## src/rtl/adder_pkg.sv

```systemverilog
// Shared definitions for the 16-bit adder datapath: op codes, flag bit
// positions inside the {N,Z,C,V} nibble, and the default data width.
package adder_pkg;

  localparam int ADDER_W = 16;
  localparam int OP_W    = 3;
  localparam int FLAG_W  = 4;

  // Adder control codes, carried through the result stage uninterpreted
  localparam logic [OP_W-1:0] OP_ADD  = 3'd0;
  localparam logic [OP_W-1:0] OP_ADDU = 3'd1;
  localparam logic [OP_W-1:0] OP_SUB  = 3'd2;
  localparam logic [OP_W-1:0] OP_SUBU = 3'd3;
  localparam logic [OP_W-1:0] OP_INC  = 3'd4;
  localparam logic [OP_W-1:0] OP_DEC  = 3'd5;

  // Bit positions inside the flag nibble
  localparam int FLAG_V = 0;
  localparam int FLAG_C = 1;
  localparam int FLAG_Z = 2;
  localparam int FLAG_N = 3;

  // Assemble the flag nibble from its individual bits
  function automatic logic [FLAG_W-1:0] make_flags(input logic n, input logic z,
                                                   input logic c, input logic v);
    logic [FLAG_W-1:0] f;
    f         = '0;
    f[FLAG_N] = n;
    f[FLAG_Z] = z;
    f[FLAG_C] = c;
    f[FLAG_V] = v;
    return f;
  endfunction

endpackage

```

## src/rtl/result_fifo2.sv

```systemverilog
// Two-entry register FIFO (skid buffer) with valid/ready on both sides.
// Handshake: a transfer happens on a rising edge where valid && ready are
// both high; valid never depends on ready, and the head stays stable while
// o_valid && !o_ready. i_ready is decoded from registered occupancy only.
module result_fifo2 #(
  parameter int DW = 8
) (
  input  logic          clk,
  input  logic          rst_n,
  input  logic          i_valid,
  output logic          i_ready,
  input  logic [DW-1:0] i_data,
  output logic          o_valid,
  input  logic          o_ready,
  output logic [DW-1:0] o_data
);

  logic [1:0]    r_count;
  logic [DW-1:0] r_head;
  logic [DW-1:0] r_tail;
  logic          w_push;
  logic          w_pop;

  assign i_ready = (r_count != 2'd2);
  assign o_valid = (r_count != 2'd0);
  assign o_data  = r_head;
  assign w_push  = i_valid && i_ready;
  assign w_pop   = o_valid && o_ready;

  // Occupancy and storage update; head register drives the output directly
  always_ff @(posedge clk or negedge rst_n) begin
    if (!rst_n) begin
      r_count <= 2'd0;
      r_head  <= '0;
      r_tail  <= '0;
    end else begin
      case (r_count)
        2'd0: begin
          if (w_push) begin
            r_head  <= i_data;
            r_count <= 2'd1;
          end
        end
        2'd1: begin
          if (w_push && w_pop) begin
            r_head <= i_data;
          end else if (w_push) begin
            r_tail  <= i_data;
            r_count <= 2'd2;
          end else if (w_pop) begin
            r_count <= 2'd0;
          end
        end
        default: begin
          // Full: no push possible, a pop promotes the tail
          if (w_pop) begin
            r_head  <= r_tail;
            r_count <= 2'd1;
          end
        end
      endcase
    end
  end

endmodule

```

## src/rtl/adder_result_stage.sv

```systemverilog
// Registered output stage behind the adder: computes {N,Z,C,V}, buffers
// {op, flags, result} in a 2-entry FIFO and, when ADDER_RESULT_STAGE_STICKY_EN
// is defined, keeps sticky C/V bits and a saturating overflow-event counter.
module adder_result_stage
  import adder_pkg::*;
#(
  parameter int W     = ADDER_W,
  parameter int CNT_W = 8
) (
  input  logic             clk,
  input  logic             rst_n,
  input  logic             in_valid,
  output logic             in_ready,
  input  logic [W-1:0]     in_result,
  input  logic             in_over,
  input  logic             in_cout,
  input  logic [OP_W-1:0]  in_op,
  output logic             out_valid,
  input  logic             out_ready,
  output logic [W-1:0]     out_result,
  output logic [OP_W-1:0]  out_op,
  output logic [FLAG_W-1:0] out_flags,
  input  logic             clr_sticky,
  output logic [1:0]       sticky_flags,
  output logic [CNT_W-1:0] ovf_count
);

  localparam int PW = OP_W + FLAG_W + W;

  logic [FLAG_W-1:0] w_flags;
  logic [PW-1:0]     w_in_payload;
  logic [PW-1:0]     w_out_payload;
  logic              w_push;

  assign w_flags      = make_flags(in_result[W-1], (in_result == '0), in_cout, in_over);
  assign w_in_payload = {in_op, w_flags, in_result};
  assign w_push       = in_valid && in_ready;

  result_fifo2 #(.DW(PW)) u_fifo (
    .clk     (clk),
    .rst_n   (rst_n),
    .i_valid (in_valid),
    .i_ready (in_ready),
    .i_data  (w_in_payload),
    .o_valid (out_valid),
    .o_ready (out_ready),
    .o_data  (w_out_payload)
  );

  assign out_result = w_out_payload[W-1:0];
  assign out_flags  = w_out_payload[W +: FLAG_W];
  assign out_op     = w_out_payload[W+FLAG_W +: OP_W];

`ifdef ADDER_RESULT_STAGE_STICKY_EN
  localparam logic [CNT_W-1:0] CNT_MAX = {CNT_W{1'b1}};

  logic             r_sticky_c;
  logic             r_sticky_v;
  logic [CNT_W-1:0] r_ovf_count;
  logic             w_push_v;

  assign w_push_v = w_push && in_over;

  // Sticky accumulation; a clear in the same cycle as a flagged push keeps the push
  always_ff @(posedge clk or negedge rst_n) begin
    if (!rst_n) begin
      r_sticky_c  <= 1'b0;
      r_sticky_v  <= 1'b0;
      r_ovf_count <= '0;
    end else if (clr_sticky) begin
      r_sticky_c  <= w_push && in_cout;
      r_sticky_v  <= w_push_v;
      r_ovf_count <= w_push_v ? CNT_W'(1) : '0;
    end else begin
      r_sticky_c <= r_sticky_c | (w_push && in_cout);
      r_sticky_v <= r_sticky_v | w_push_v;
      if (w_push_v && (r_ovf_count != CNT_MAX)) begin
        r_ovf_count <= r_ovf_count + CNT_W'(1);
      end
    end
  end

  assign sticky_flags = {r_sticky_c, r_sticky_v};
  assign ovf_count    = r_ovf_count;
`else
  logic w_unused;

  assign w_unused     = clr_sticky;
  assign sticky_flags = 2'b00;
  assign ovf_count    = '0;
`endif

endmodule

```

## config.mk

```make
export PLATFORM = sky130hd
export DESIGN_NAME = adder_result_stage
export DESIGN_NICKNAME = d
export VERILOG_FILES = /design/src/rtl/adder_pkg.sv /design/src/rtl/result_fifo2.sv /design/src/rtl/adder_result_stage.sv
export SDC_FILE = /design/constraint.sdc
export NUM_CORES = 1
export LEC_CHECK = 0
export CORE_MARGIN = 5
export CORE_UTILIZATION = 25
export CTS_CLUSTER_DIAMETER = 100
export DETAILED_ROUTE_END_ITERATION = 10
export PLACE_DENSITY = 0.48
export SYNTH_ARGS = -nofsm -noshare
export SYNTH_HDL_FRONTEND = slang
export SYNTH_SLANG_ARGS = --single-unit
```

## constraint.sdc

```tcl
create_clock -name clk -period 4.3 [get_ports clk]
set_clock_uncertainty 0.05 [all_clocks]
set_input_delay 0.86 -clock clk [delete_from_list [all_inputs] [get_ports clk]]
set_output_delay 0.86 -clock clk [all_outputs]
set_load 0.05 [all_outputs]
```

==> impl_metrics.sql <==
INSERT INTO impl_metrics (metric_group, metric, value, unit) VALUES
('status', 'outcome', 'completed', ''),
('clock_tree', 'numClockSinks', '46', ''),
('layout', 'layout.cells.most_common_list', 'sky130_fd_sc_hd__clkdlybuf4s50_1 (48), sky130_fd_sc_hd__dfrtp_1 (46), sky130_fd_sc_hd__mux2_2 (45)', ''),
('critical_path', 'crit_path_max_fanout', '30', ''),
('logic_synthesis', 'area_fraction_of_the_dominant_cell_type_after_synthesis', '51.1', '%'),
('sta', 'final.period_utilization', '67.4', '%'),
('layout', 'layout-drive-gt1-share', '37.7', '%'),
('sta', 'worst_slew_margin_rel', '58.5', '%'),
('sta', 'final-setup-viol-count', '0', ''),
('power_and_ir_drop', 'power_density', '585', 'nW/um^2'),
('grt', 'grt.met2_usage', '13.3', '%'),
('clock_tree', 'post_cts_hold_buffer_count', '0', ''),
('layout', 'fin_cells', '312', ''),
('grt', 'first_global_vias', '1413', ''),
('critical_path', 'cpLargestDelayFamily', 'buffers and inverters', ''),
('floorplan', 'chipHeight', '105', 'um'),
('logic_synthesis', 'synth_cells', '153', ''),
('critical_path', 'crit_required', '3390', 'ps'),
('placed_design', 'place_congestion', '0.658', ''),
('sta', 'hold_violations', '0', ''),
('grt', 'grt_pass1_wl', '7.51', 'mm'),
('sta', 'whs', '456', 'ps'),
('run', 'drv_cap', '0', ''),
('layout', 'finalNetCount', '230', ''),
('drt', 'residual_antenna_violating_net_count_after_detailed_routing', '0', ''),
('grt', 'grt_antenna_before_repair', '0', ''),
('critical_path', 'worstSetupEndpointType', 'output pin', ''),
('logic_synthesis', 'register_bit_count_reported_by_yosys', '46', ''),
('grt', 'grtUsageTotal', '8.60', '%'),
('floorplan', 'floorplan.initialDensity', '25.7', '%'),
('grt', 'grt_max_degree', '47', ''),
('clock_tree', 'buffers_inserted_during_post_cts_setup_optimization', '0', ''),
('critical_path', 'worst-path-buf-inv', '2', ''),
('placed_design', 'placed_cells_incl_taps', '305', ''),
('power_and_ir_drop', 'power.share.sequential', '39.0', '%'),
('critical_path', 'timing.critical_path.from_type', 'register', ''),
('power_and_ir_drop', 'totalPowerFinal', '1.68', 'mW'),
('critical_path', 'worst_ep_arrival_time', '1990', 'ps'),
('layout', 'layout.cells.most_common', 'sky130_fd_sc_hd__clkdlybuf4s50_1', ''),
('power_and_ir_drop', 'power.internal', '1.04', 'mW'),
('critical_path', 'crit_path_top_delay_cell', 'sky130_fd_sc_hd__clkdlybuf4s50_1', ''),
('clock_tree', 'postCtsResizedCells', '0', ''),
('logic_synthesis', 'seq_area_frac_synth', '51.1', '%'),
('grt', 'gr-total-overflow', '0', ''),
('drt', 'route.final.wire_length', '4.60', 'mm'),
('placed_design', 'port_buffers', '49', ''),
('power_and_ir_drop', 'peakVddDrop', '0.000203', 'V'),
('power_and_ir_drop', 'clock_share_of_power', '15.2', '%'),
('clock_tree', 'cts-root-to-sink-buffers', '2', ''),
('logic_synthesis', 'post_synth.cell_area_avg', '14.7', 'sq um'),
('clock_tree', 'h-tree-depth', '2', ''),
('critical_path', 'critical_path.max_stage_delay', '790', 'ps'),
('sta', 'period_needed', '2900', 'ps'),
('logic_synthesis', 'yosysUniqueCellTypes', '22', ''),
('floorplan', 'die_area', '11000', 'sq um'),
('drt', 'remaining_drc_errors', '0', ''),
('power_and_ir_drop', 'leakage', '1.21', 'nW'),
('drt', 'num_vias', '1327', ''),
('worst_hold_path', 'hold_path_class', 'reg2reg', ''),
('drt', 'routed_via_density', '4.25', ''),
('layout', 'insertedDiodeCount', '0', ''),
('grt', 'grt_use_met3', '2.84', '%'),
('critical_path', 'worst_path_cell_chain', 'buf_4 -> or2_4 -> clkdlybuf4s50_1', ''),
('clock_tree', 'cts.reportedPaths.clkPinSlew', '90', 'ps'),
('power_and_ir_drop', 'power_frac_comb', '45.8', '%'),
('floorplan', 'num_rows', '34', ''),
('grt', 'globalRoute.busiestLayer', 'met2', ''),
('sta', 'setup-tns-final', '0', 'ps'),
('logic_synthesis', 'synth.yosys.warnings', '0', ''),
('sta', 'tightestPinTransition', '623', 'ps'),
('power_and_ir_drop', 'power.share.switching', '38.1', '%');
cells by family after synthesis:
logic type / count (synthesis) / synth area share (%)
muxes: 66 / 36.3
other: 1 / 0.167
and+or+nand+nor: 14 / 4.00
DFF: 46 / 51.1
AOI/OAI and AO/OA: 6 / 1.78
buffers and inverters: 20 / 6.61
synthesized netlist by cell type (all sizes together):
master   n
nand4    1
nor3     1
or2      1
conb     1
o311ai   1
o21ai    1
mux2    65
a21oi    2
mux2i    1
dfrtp   46
o22a     1
nand2b   2
nor4     4
nor2b    1
nand2    2
nor2     2
inv      2
buf     18
a21o     1
final cells by class:
class                      instances  area (sq um)
clock buffer                       7          76.3
timing repair buffer              53           515
sequential                        46          1150
fill                             890          5890
multi-input combinational         96           985
tap                              108           135
inverter                           2          7.51
registers in the layout, indices dropped and copies added (netlist names):
signal and flops:
u_fifo.o_data 22, u_fifo.r_count 2, u_fifo.r_tail 22
worst paths after layout:
path	start	to	slack (ps)	cells after the start
worst max-delay path	u_fifo.r_count[1]$_DFFE_PN0P_	out_valid	1400	3
worst min-delay path	u_fifo.r_tail[11]$_DFFE_PN0P_	u_fifo.r_tail[11]$_DFFE_PN0P_	460	1
worst max register to register	u_fifo.r_count[1]$_DFFE_PN0P_	u_fifo.o_data[16]$_DFFE_PN0P_	2030	5
worst min register to register	u_fifo.r_tail[11]$_DFFE_PN0P_	u_fifo.r_tail[11]$_DFFE_PN0P_	460	1
max in group asynchronous	rst_n	u_fifo.r_tail[1]$_DFFE_PN0P_	3170	2
min in group asynchronous	rst_n	u_fifo.o_data[14]$_DFFE_PN0P_	620	2
layer usage:
layer | vias to the layer above | wire, um
met5 | - | 0
met3 | 2 | 199
met1 | 669 | 2320
li1 | 623 | -
met4 | 0 | 31
met2 | 33 | 2060
stage by stage:
| step | setup WS [ps] | cell area, sq um | util (%) |
|---|---|---|---|
| 4_1_cts | 1360 | 2870 | 32.8 |
| 3_5_place_dp | 1320 | 2790 | 31.9 |
| 2_1_floorplan | 2320 | 2280 | - |
| 6_report | 1400 | 2870 | 32.8 |
| 5_1_grt | 1280 | 2870 | 32.8 |
| 3_3_place_gp | 1320 | 2790 | 31.9 |
power by group through the flow:
stage	clock network [mW]	registers, mW	logic [mW]
after floorplan	0	0.894	0.327
after global placement	0	0.662	0.776
after detailed placement	0	0.663	0.780
after CTS	0.271	0.658	0.781
after global routing	0.289	0.673	0.808
final	0.255	0.654	0.769
No activity file was read; power rests on OpenSTA's default activity.
